[src/rtl/uart_rx_if.sv]
// Byte stream from the UART receiver to its consumer: data/valid are
// offered by the receiver and taken when the consumer raises ready.
interface uart_rx_if #(
  parameter int DATA_WIDTH = 8
);
  logic [DATA_WIDTH-1:0] data;
  logic                  valid;
  logic                  ready;

  modport master (output data, output valid, input ready);
  modport slave  (input data, input valid, output ready);
endinterface

[src/rtl/uart_rx.sv]
// Oversampling 8N1 UART receiver: synchronises the serial line, samples each
// bit at its centre and hands completed bytes over a valid/ready stream.
module uart_rx #(
  parameter int DATA_WIDTH = 8,
  parameter int BAUD_RATE  = 115200,
  parameter int CLK_FREQ   = 100_000_000
) (
  input  logic      clk,
  input  logic      rstn,
  input  logic      rx_sig_i,
  output logic      frame_err_o,
  output logic      overrun_err_o,
  uart_rx_if.master rx_if
);
  localparam int PULSE_WIDTH      = CLK_FREQ / BAUD_RATE;
  localparam int HALF_PULSE_WIDTH = PULSE_WIDTH / 2;
  localparam int CNT_W            = (PULSE_WIDTH > 1) ? $clog2(PULSE_WIDTH) : 1;
  localparam int IDX_W            = (DATA_WIDTH > 1) ? $clog2(DATA_WIDTH) : 1;

  localparam logic [CNT_W-1:0] PULSE_RELOAD = CNT_W'(PULSE_WIDTH - 1);
  localparam logic [CNT_W-1:0] HALF_RELOAD  = CNT_W'(HALF_PULSE_WIDTH - 1);
  localparam logic [IDX_W-1:0] LAST_IDX     = IDX_W'(DATA_WIDTH - 1);

  typedef enum logic [1:0] {
    IDLE  = 2'd0,
    START = 2'd1,
    DATA  = 2'd2,
    STOP  = 2'd3
  } state_e;

  state_e                state_q;
  logic                  sync1_q;
  logic                  rx_s_q;
  logic                  rx_prev_q;
  logic [CNT_W-1:0]      cnt_q;
  logic [IDX_W-1:0]      idx_q;
  logic [DATA_WIDTH-1:0] shift_q;
  logic [DATA_WIDTH-1:0] data_q;
  logic                  valid_q;
  logic                  frame_err_q;
  logic                  overrun_err_q;

  logic fall_edge;
  logic cnt_done;
  logic accept;

  // A start is only recognised on a real 1->0 transition, so a line left low
  // after a break cannot retrigger the receiver.
  assign fall_edge = rx_prev_q & ~rx_s_q;
  assign cnt_done  = (cnt_q == '0);
  assign accept    = valid_q & rx_if.ready;

  always_ff @(posedge clk) begin
    if (!rstn) begin
      state_q       <= IDLE;
      sync1_q       <= 1'b1;
      rx_s_q        <= 1'b1;
      rx_prev_q     <= 1'b1;
      cnt_q         <= '0;
      idx_q         <= '0;
      shift_q       <= '0;
      data_q        <= '0;
      valid_q       <= 1'b0;
      frame_err_q   <= 1'b0;
      overrun_err_q <= 1'b0;
    end else begin
      sync1_q       <= rx_sig_i;
      rx_s_q        <= sync1_q;
      rx_prev_q     <= rx_s_q;
      frame_err_q   <= 1'b0;
      overrun_err_q <= 1'b0;

      if (accept) begin
        valid_q <= 1'b0;
      end

      case (state_q)
        IDLE: begin
          if (fall_edge) begin
            state_q <= START;
            cnt_q   <= HALF_RELOAD;
          end
        end

        START: begin
          if (cnt_done) begin
            if (!rx_s_q) begin
              state_q <= DATA;
              cnt_q   <= PULSE_RELOAD;
              idx_q   <= '0;
            end else begin
              state_q <= IDLE;
            end
          end else begin
            cnt_q <= cnt_q - CNT_W'(1);
          end
        end

        DATA: begin
          if (cnt_done) begin
            shift_q[idx_q] <= rx_s_q;
            cnt_q          <= PULSE_RELOAD;
            if (idx_q == LAST_IDX) begin
              state_q <= STOP;
            end else begin
              idx_q <= idx_q + IDX_W'(1);
            end
          end else begin
            cnt_q <= cnt_q - CNT_W'(1);
          end
        end

        STOP: begin
          if (cnt_done) begin
            state_q <= IDLE;
            // A byte landing while the previous one is still unaccepted is
            // dropped so the consumer always sees stable data.
            if (rx_s_q) begin
              if (!valid_q || rx_if.ready) begin
                data_q  <= shift_q;
                valid_q <= 1'b1;
              end else begin
                overrun_err_q <= 1'b1;
              end
            end else begin
              frame_err_q <= 1'b1;
            end
          end else begin
            cnt_q <= cnt_q - CNT_W'(1);
          end
        end

        default: begin
          state_q <= IDLE;
        end
      endcase
    end
  end

  assign rx_if.data    = data_q;
  assign rx_if.valid   = valid_q;
  assign frame_err_o   = frame_err_q;
  assign overrun_err_o = overrun_err_q;
endmodule

[src/flat_wrapper.sv]
// flat-port wrapper written by rule: the top's interface ports become plain ports
module uart_rx_flat 
#(
  parameter int DATA_WIDTH = 8,
  parameter int BAUD_RATE  = 115200,
  parameter int CLK_FREQ   = 100_000_000
)
  (clk, rstn, rx_sig_i, frame_err_o, overrun_err_o, rx_if_data, rx_if_valid, rx_if_ready);
  uart_rx_if #(.DATA_WIDTH(DATA_WIDTH)) rx_if_i ();
  input  logic clk;
  input  logic rstn;
  input  logic rx_sig_i;
  output logic frame_err_o;
  output logic overrun_err_o;
  output wire logic [$bits(rx_if_i.data)-1:0] rx_if_data;
  output wire logic [$bits(rx_if_i.valid)-1:0] rx_if_valid;
  input wire logic [$bits(rx_if_i.ready)-1:0] rx_if_ready;
  assign rx_if_data = rx_if_i.data;
  assign rx_if_valid = rx_if_i.valid;
  assign rx_if_i.ready = rx_if_ready;
  uart_rx #(.DATA_WIDTH(DATA_WIDTH), .BAUD_RATE(BAUD_RATE), .CLK_FREQ(CLK_FREQ)) u_core (.clk(clk), .rstn(rstn), .rx_sig_i(rx_sig_i), .frame_err_o(frame_err_o), .overrun_err_o(overrun_err_o), .rx_if(rx_if_i));
endmodule
[config.mk]
export PLATFORM = sky130hd
export DESIGN_NAME = uart_rx_flat
export DESIGN_NICKNAME = d
export VERILOG_FILES = /design/src/rtl/uart_rx_if.sv /design/src/rtl/uart_rx.sv /design/src/flat_wrapper.sv
export SDC_FILE = /design/constraint.sdc
export NUM_CORES = 1
export LEC_CHECK = 0
export CORE_AREA = 2 2 74 76
export DETAILED_ROUTE_END_ITERATION = 12
export DIE_AREA = 0 0 76 78
export GPL_ROUTABILITY_DRIVEN = 0
export HOLD_SLACK_MARGIN = 0.05
export PLACE_DENSITY = 0.67
export SLEW_MARGIN = 30
export SYNTH_ARGS = -nofsm -noshare
export SYNTH_HDL_FRONTEND = slang
export SYNTH_SLANG_ARGS = --single-unit
[constraint.sdc]
create_clock -name clk -period 1.99 [get_ports clk]
set_clock_uncertainty 0.05 [all_clocks]
set_input_delay 0.398 -clock clk [delete_from_list [all_inputs] [get_ports clk]]
set_output_delay 0.398 -clock clk [all_outputs]
set_load 0.005 [all_outputs]
==> results.md, run 1 <==
- Outcome: finished, final reports clean
- Min Tclk post-route: 1.91 ns
- Largest net degree at the start of global routing: 28
- Library cells used by synthesis: 56
- Crit Path Class: flop to flop
- Worst path buffer plus inverter count: 1
- IR drop worst, VDD: 0.000396 V
- Cell Pwr Density: 1070 nW/µm²
- Kind of end point of the critical path: flop
- Worst setup margin: around 0.084 ns
- CP peak stage delay: roughly 0.39 ns
- Share of cells above drive strength 1: 0.178
- Average wire per cell in the routed design: 14.9 µm
- Fin crit share: 0.958
- Area Growth Syn to Fin: 23.9%
- Height of the die: approximately 78 µm
- DP Worst Slack: -0.0246 ns
- Placed instance area: 2290 µm²
- Via density: between 5 and 6
- Synth Cell Area: 1990 µm²
- Global-route wire length before repair: 8180 µm
- CP Data Required Time: 2.10 ns
- WP data arrival: around 2.0 ns
- Fin util: 0.490
- CTS Buf Count: 5
- Routing usage on met3: 0.0395
- NumNets Final: about 270
- Antenna violations before repair: 0
- Final wirelength: about 4900 µm
- Cells after synthesis: approximately 230
- CP top delay family: compound AO/OA/AOI/OAI gates
- Seq/Total Area, Yosys: 0.372
- CTS H-Tree Depth: 2
- Prevailing post-synth register cell: dfxtp_1
- Clk sinks: 37
- Synth warn: 0
- Largest cells by area after synthesis: dfxtp_1 (37%), a21oi_1 (6.3%), ha_1 (4.4%), nand3_1 (4.3%), o21ai_0 (3.8%)
- Commonest non-fill, non-tap cell in the layout: dfxtp_1
- Routing usage on met2: 0.268
- Largest area contributor in the netlist: dfxtp_1
- Chip Width: about 76 µm
- Hold Vio Cnt, Final: 0
- Total power: 2640 µW
- Synth async-reset ratio: 0
- Crit-path cells: inv_1 > ha_2 > a211o_1 > a41oi_1 > o21a_1 > a2111oi_1
- Gr busiest metal: met2
- Core area: 5040 µm²
- Rows: 26
- # IOs: 15
- Most frequent cells in the layout: dfxtp_1 (37), a21oi_1 (25), buf_4 (21), nand3_1 (17), o21ai_0 (15)
- DRC Markers: 0
- RSZ-0062 raised after global routing: true
- Max Cap Viol: 0
- Fmax achieved: ~0.52 GHz
- Share of the synthesized area in the top cell type: 0.372
- Final Cell Area: between 2000 and 2500 µm²
- Clock buffer depth: 2
- Post-Syn Nets: between 200 and 250
- Met1 Usage GRT: 0.221
- Final count of negative-setup-slack endpoints: 0
- Port buffer count: 14
- Setup crit start kind: flop
- CP max-delay cell: dfxtp_1
- Ant. Diodes: 0
- Die area: approximately 6000 µm²
- Via count: around 1.9k
- Sum of net half-perimeters after detailed placement: 3230 µm
- Slew @ Worst Pin: around 0.46 ns
- CTS clock-pin slew for the worst setup and hold paths: approximately 0.080 ns
- Hold crit path type: flop to flop
- Vias in the first global route: 1712
- Starting density of the core: 0.395
- Antenna-violating nets left: 0
- GRT overflow: 0
- TritonCTS clock tree: built
- Slew Limit Headroom: 0.695
- Clock Latency Late Sink: 0.30 ns
- Tot GR Track Use: 0.169
- Synthesized flop and latch total: 37
- Final Max Slew Viols: 0
- CTS root buffer: clkbuf_8
- Post-synth EDFFs: 0
- Drt pass-1 iters: 4
- Avg Inst Size Synth: ~8.6 µm²
- CP Max Fanout: 7
- DRT iter0 DRCs: ~210
- Pleak: between 0.0008 and 0.0009 µW
stage by stage:
step	hold slack, ns	TNS [ns]	std cells
final	0.368	0	328
after global routing	0.411	-0.0744	328
after CTS	0.373	0	326
after detailed placement	0.350	-0.0364	318
after global placement	0.347	0	318
after floorplan	0.336	0	232
flip-flops by register name, summed over array words and instances (netlist names), named ones only:
signal	cells
u_core.rx_s_q	1
u_core.rx_if.valid	1
u_core.shift_q	8
u_core.idx_q	3
u_core.sync1_q	1
u_core.state_q	1
u_core.rx_prev_q	1
u_core.cnt_q	10
u_core.rx_if.data	8
u_core.overrun_err_o	1
u_core.frame_err_o	1
synthesized netlist by cell type (all sizes together), types with 2 or more instances:
cell type  instances
a2111oi            2
a211o              2
a211oi             2
a21boi             2
a21o               2
a21oi             25
a221oi             2
a31oi              5
a32o               2
a41oi              2
and3               3
buf                6
clkbuf            13
dfxtp             37
ha                 7
inv               10
nand2              3
nand2b             6
nand3             17
nand3b             2
nand4              8
nor2               6
nor2b              2
nor3               7
nor3b              3
nor4               3
o211ai             4
o21a               3
o21ai             15
o2bb2ai            3
o31a               3
o31ai              4
o41ai              3
or3                4
or3b               2
metal layers:
metal / share of wire / vias up
met5: 0 / -
met4: 0.013 / 0
met3: 0.062 / 6
met2: 0.46 / 64
met1: 0.47 / 880
li1: - / 939
where the power goes:
group	internal [µW]	switching [µW]	total (µW)
registers	785	62.1	847
clock network	375	298	674
logic	437	678	1120
total	1600	1040	2640
path summary, 6_finish.rpt:
| kind | startpoint | end | slack (ns) | depth (start not counted) |
|---|---|---|---|---|
| max | u_core.state_q[0]$_SDFFE_PN0P_ | u_core.cnt_q[5]$_SDFFE_PN0P_ | 0.08 | 6 |
| min | u_core.sync1_q$_SDFF_PN1_ | u_core.rx_s_q$_SDFF_PN1_ | 0.37 | 1 |
| max reg2reg | u_core.state_q[0]$_SDFFE_PN0P_ | u_core.cnt_q[5]$_SDFFE_PN0P_ | 0.08 | 6 |
| min reg2reg | u_core.sync1_q$_SDFF_PN1_ | u_core.rx_s_q$_SDFF_PN1_ | 0.37 | 1 |
layout make-up:
class / instances / area (µm²)
tap: 70 / 87.6
multi-input combinational: 165 / 1160
timing repair buffer: 37 / 320
sequential: 37 / 741
inverter: 11 / 41.3
clock buffer: 5 / 68.8
fill: 484 / 2570
clock inverter: 3 / 46.3
logic make-up after synthesis:
kind of cell,count (synthesis),share of synthesized area
buffers and inverters,30,0.0653
AOI/OAI and AO/OA,88,0.296
DFF,37,0.372
and+or+nand+nor,69,0.217
adders and majority gates,7,0.0440
muxes,1,0.00503
repair_timing:
| item | 4_1_cts | 5_1_grt |
|---|---|---|
| pin swaps | 0 | 5 |
| gates resized for setup | 1 | 10 |
| hold buffers | 0 | 0 |
| buffers inserted | 0 | 2 |
| gates cloned | 0 | 0 |
| endpoints found under the setup margin | 3 | 19 |
| endpoints found under the hold margin | 0 | 0 |
No activity file was read; power rests on OpenSTA's default activity.
==> inputs of run 2 (changes only) <==
CAP_MARGIN = 10   (was unset)
==> results of run 2 <==
The final DEF is identical to that of run 1; final timing and power are the same.
==> inputs of run 3 (changes only) <==
ABC_AREA = 1   (was unset)
CORE_AREA = 2 2 73 75   (was 2 2 74 76)
DIE_AREA = 0 0 75 77   (was 0 0 76 78)
==> run 3 against run 2 <==
  * Synthesized area fell by 4.0%
  * Core utilization fell by 3.1 points
  * Power rose by 31%
  * Global-route usage fell by 1.8 points
  * Non-clock buffer count fell by 19
  * Critical path type unchanged
  * Synthesized cell count rose by 15%
==> results.md, run 3 <==
- Outcome: finished, final reports clean
- Final Cell Area: 2280 µm² (-7.5%)
- Main combinational cell family by area after synthesis: simple AND/OR/NAND/NOR gates
- Vias in the first global route: 1562 (-8.8%)
- Final count of negative-setup-slack endpoints: 0 (unchanged)
- Post-CTS Setup Inserts: 0 (unchanged)
- Chip Width: 75 µm (-1.3%)
- RSZ-0062 raised after global routing: false
- Complex-gate fraction of the synthesized area: 0.111 (-0.186)
- Critical R2R Launch: u_core.cnt_q[1]$_SDFFE_PN0P_
- Clk sinks: 37 (unchanged)
- Worst setup margin: 0.290 ns (+0.206 ns)
- CTS H-Tree Depth: 2 (unchanged)
- CTS Buf Count: 5 (unchanged)
- Clock buffer depth: 2 (unchanged)
- Sum of net half-perimeters after detailed placement: 2850 µm (-12%)
- Library cells used by synthesis: 31 (-45%)
- WHS Path Cells: 1 (unchanged)
- Ant. Diodes: 0 (unchanged)
- Rows: 26 (unchanged)
- Clock Latency Late Sink: 0.29 ns (about the same)
- TritonCTS clock tree: built
- Share of cells above drive strength 1: 0.111 (-0.0672)
- Path depth of the worst reg2reg path: 9 (+3)
- Pleak: 0.000940 µW (+7.6%)
- Cells after synthesis: 267 (+15%)
- Hold crit path type: flop to flop
- Register Area: 741 µm² (unchanged)
- # hold bufs at CTS: 0 (unchanged)
- Critical R2R Capture: u_core.rx_if.data[6]$_SDFFE_PN0P_
- CTS root buffer: clkbuf_8
- Area Growth Syn to Fin: 19.5%
- Gates resized, CTS repair: 0 (-1)
- CP Max Fanout: 10 (+3)
- NumNets Final: 298 (+11%)
- Via count: 1667 (-12%)
- Synthesized flop and latch total: 37 (unchanged)
- Fin crit share: 0.854 (-0.104)
- Global-route wire length before repair: 6790 µm (-17%)
- Total power: 3450 µW (+31%)
- Top reg by flops: u_core.cnt_q
- Largest area contributor in the netlist: dfxtp_1
- Max Cap Viol: 0 (unchanged)
- Min Tclk post-route: 1.70 ns (-0.206 ns)
- Synth Cell Area: 1910 µm² (-4.0%)
- Slew Limit Headroom: 0.737 (+0.0422)
- Crit Path Class: flop to flop
- Average wire per cell in the routed design: 10.6 µm (-28%)
- Commonest non-fill, non-tap cell in the layout: nand2_1
- Height of the die: 77 µm (-1.3%)
- Slew @ Worst Pin: 0.394 ns (-0.0612 ns)
- R2R Setup Slk: 0.29 ns (+0.21 ns)
- DP Worst Slack: 0.278 ns (+0.302 ns)
- WP data arrival: 1.84 ns (-0.18 ns)
- Synth async-reset ratio: 0 (unchanged)
- Seq/Total Area, Yosys: 0.387 (+0.0156)
- GRT overflow: 0 (unchanged)
- Final Max Slew Viols: 0 (unchanged)
- Adder-cell share of the synthesized area: 0.0458 (+0.00184)
- DRT iter0 DRCs: 99 (-52%)
- CP startpoint: u_core.cnt_q[1]$_SDFFE_PN0P_
- CP Data Required Time: 2.13 ns (+0.03 ns)
- Critical Path End: u_core.rx_if.data[6]$_SDFFE_PN0P_
- Hold Vio Cnt, Final: 0 (unchanged)
- Core area: 4980 µm² (-1.3%)
- Filler cells: 514 (+6.2%)
- Setup crit start kind: flop
- Via density: 4.66 (-19%)
- Tot GR Track Use: 0.151 (-0.0184)
- IR drop worst, VDD: 0.000546 V (+38%)
- Largest register FFs: 10 (unchanged)
- Synth warn: 0 (unchanged)
- Count leader, synth: nand2_1
- Most frequent cells in the layout: nand2_1 (63), dfxtp_1 (37), nor2_1 (36), inv_1 (26)
- Prevailing post-synth register cell: dfxtp_1
- Kind of end point of the critical path: flop
- Final wirelength: 3810 µm (-22%)
- Placed instance area: 2150 µm² (-6.2%)
- Post-synth EDFFs: 0 (unchanged)
- CTS clock-pin slew for the worst setup and hold paths: 0.07 ns (about the same)
- Fmax achieved: 0.588 GHz (+12%)
- Avg Inst Size Synth: 7.16 µm² (-17%)
- # IOs: 15 (unchanged)
- Largest net degree at the start of global routing: 18 (-36%)
- Post-Syn Nets: 278 (+14%)
- Fin util: 0.459 (-0.0306)
- DRC Markers: 0 (unchanged)
- Post-synthesis xor/xnor area fraction: 0.0137 (+0.0137)
- Area of the multi-input gates: 1040 µm² (-11%)
- Setup TNS: 0 ns (unchanged)
- Antenna violations before repair: 0 (unchanged)
- Post-synthesis mux area share: 0 (-0.00503)
- Starting density of the core: 0.384 (-0.0109)
- Post-Synth Simple-Gate Area: 0.374 (+0.156)
- Largest cells by area after synthesis: dfxtp_1 (39%), nand2_1 (12%), nor2_1 (7.1%), a21oi_1 (5.5%), nand3_1 (5.5%)
- Cell Pwr Density: 1510 nW/µm² (+41%)
- Antenna-violating nets left: 0 (unchanged)
- Port buffer count: 14 (unchanged)
- Commonest cells in the netlist: nand2_1 (63), dfxtp_1 (37), nor2_1 (36)
- Die area: 5780 µm² (-2.6%)
- Drt pass-1 iters: 4 (unchanged)
- Share of the synthesized area in the top cell type: 0.387 (+0.0156)
[run 3: cells by family (layout without fill, tap and decap cells)]
family / Yosys count / count (layout)
adders and majority gates: 7 / 7
buffers and inverters: 34 / 55
AOI/OAI and AO/OA: 38 / 38
and+or+nand+nor: 148 / 148
xor gates and xnor gates: 3 / 3
DFF: 37 / 37
[run 3: area by class of cell]
cell class | count | share of cell area
multi-input combinational | 196 | 0.455
timing repair buffer | 18 | 0.0745
inverter | 29 | 0.0476
sequential | 37 | 0.324
clock inverter | 3 | 0.0301
clock buffer | 5 | 0.0301
tap | 70 | 0.0383
[run 3: stage by stage]
stage | std cells | hold WS, ns
2_1_floorplan | 267 | 0.343
3_3_place_gp | 350 | 0.348
3_5_place_dp | 350 | 0.357
4_1_cts | 358 | 0.376
5_1_grt | 358 | 0.402
6_report | 358 | 0.373
[run 3: worst min path at each step]
stage | start | endpoint
after floorplan | u_core.sync1_q$_SDFF_PN1_ | u_core.rx_s_q$_SDFF_PN1_
after global routing | u_core.sync1_q$_SDFF_PN1_ | u_core.rx_s_q$_SDFF_PN1_
after CTS | u_core.sync1_q$_SDFF_PN1_ | u_core.rx_s_q$_SDFF_PN1_
after detailed placement | u_core.sync1_q$_SDFF_PN1_ | u_core.rx_s_q$_SDFF_PN1_
final | u_core.sync1_q$_SDFF_PN1_ | u_core.rx_s_q$_SDFF_PN1_
after global placement | u_core.sync1_q$_SDFF_PN1_ | u_core.rx_s_q$_SDFF_PN1_
[run 3: report_power, final]
group / switching (µW) / internal (µW)
clock: 279 / 504
sequential: 126 / 850
combinational: 1100 / 587
total: 1510 / 1940
[run 3: worst max-delay path, cell delays in order (launching register included)]
cell,delay (ns)
dfxtp_1,0.31
inv_1,0.08
ha_1,0.27
nand2_4,0.10
nor2_8,0.20
nand2_4,0.14
nor2_8,0.18
nand2_4,0.10
nand2_1,0.09
a21oi_1,0.06
[run 3: routing by layer]
layer | wire length (µm) | global-route usage | share of wire
met4 | 59 | 0.0696 | 0.015
met3 | 98 | 0.0355 | 0.026
met5 | 0 | 0 | 0
met1 | 2000 | 0.206 | 0.52
met2 | 1650 | 0.222 | 0.43
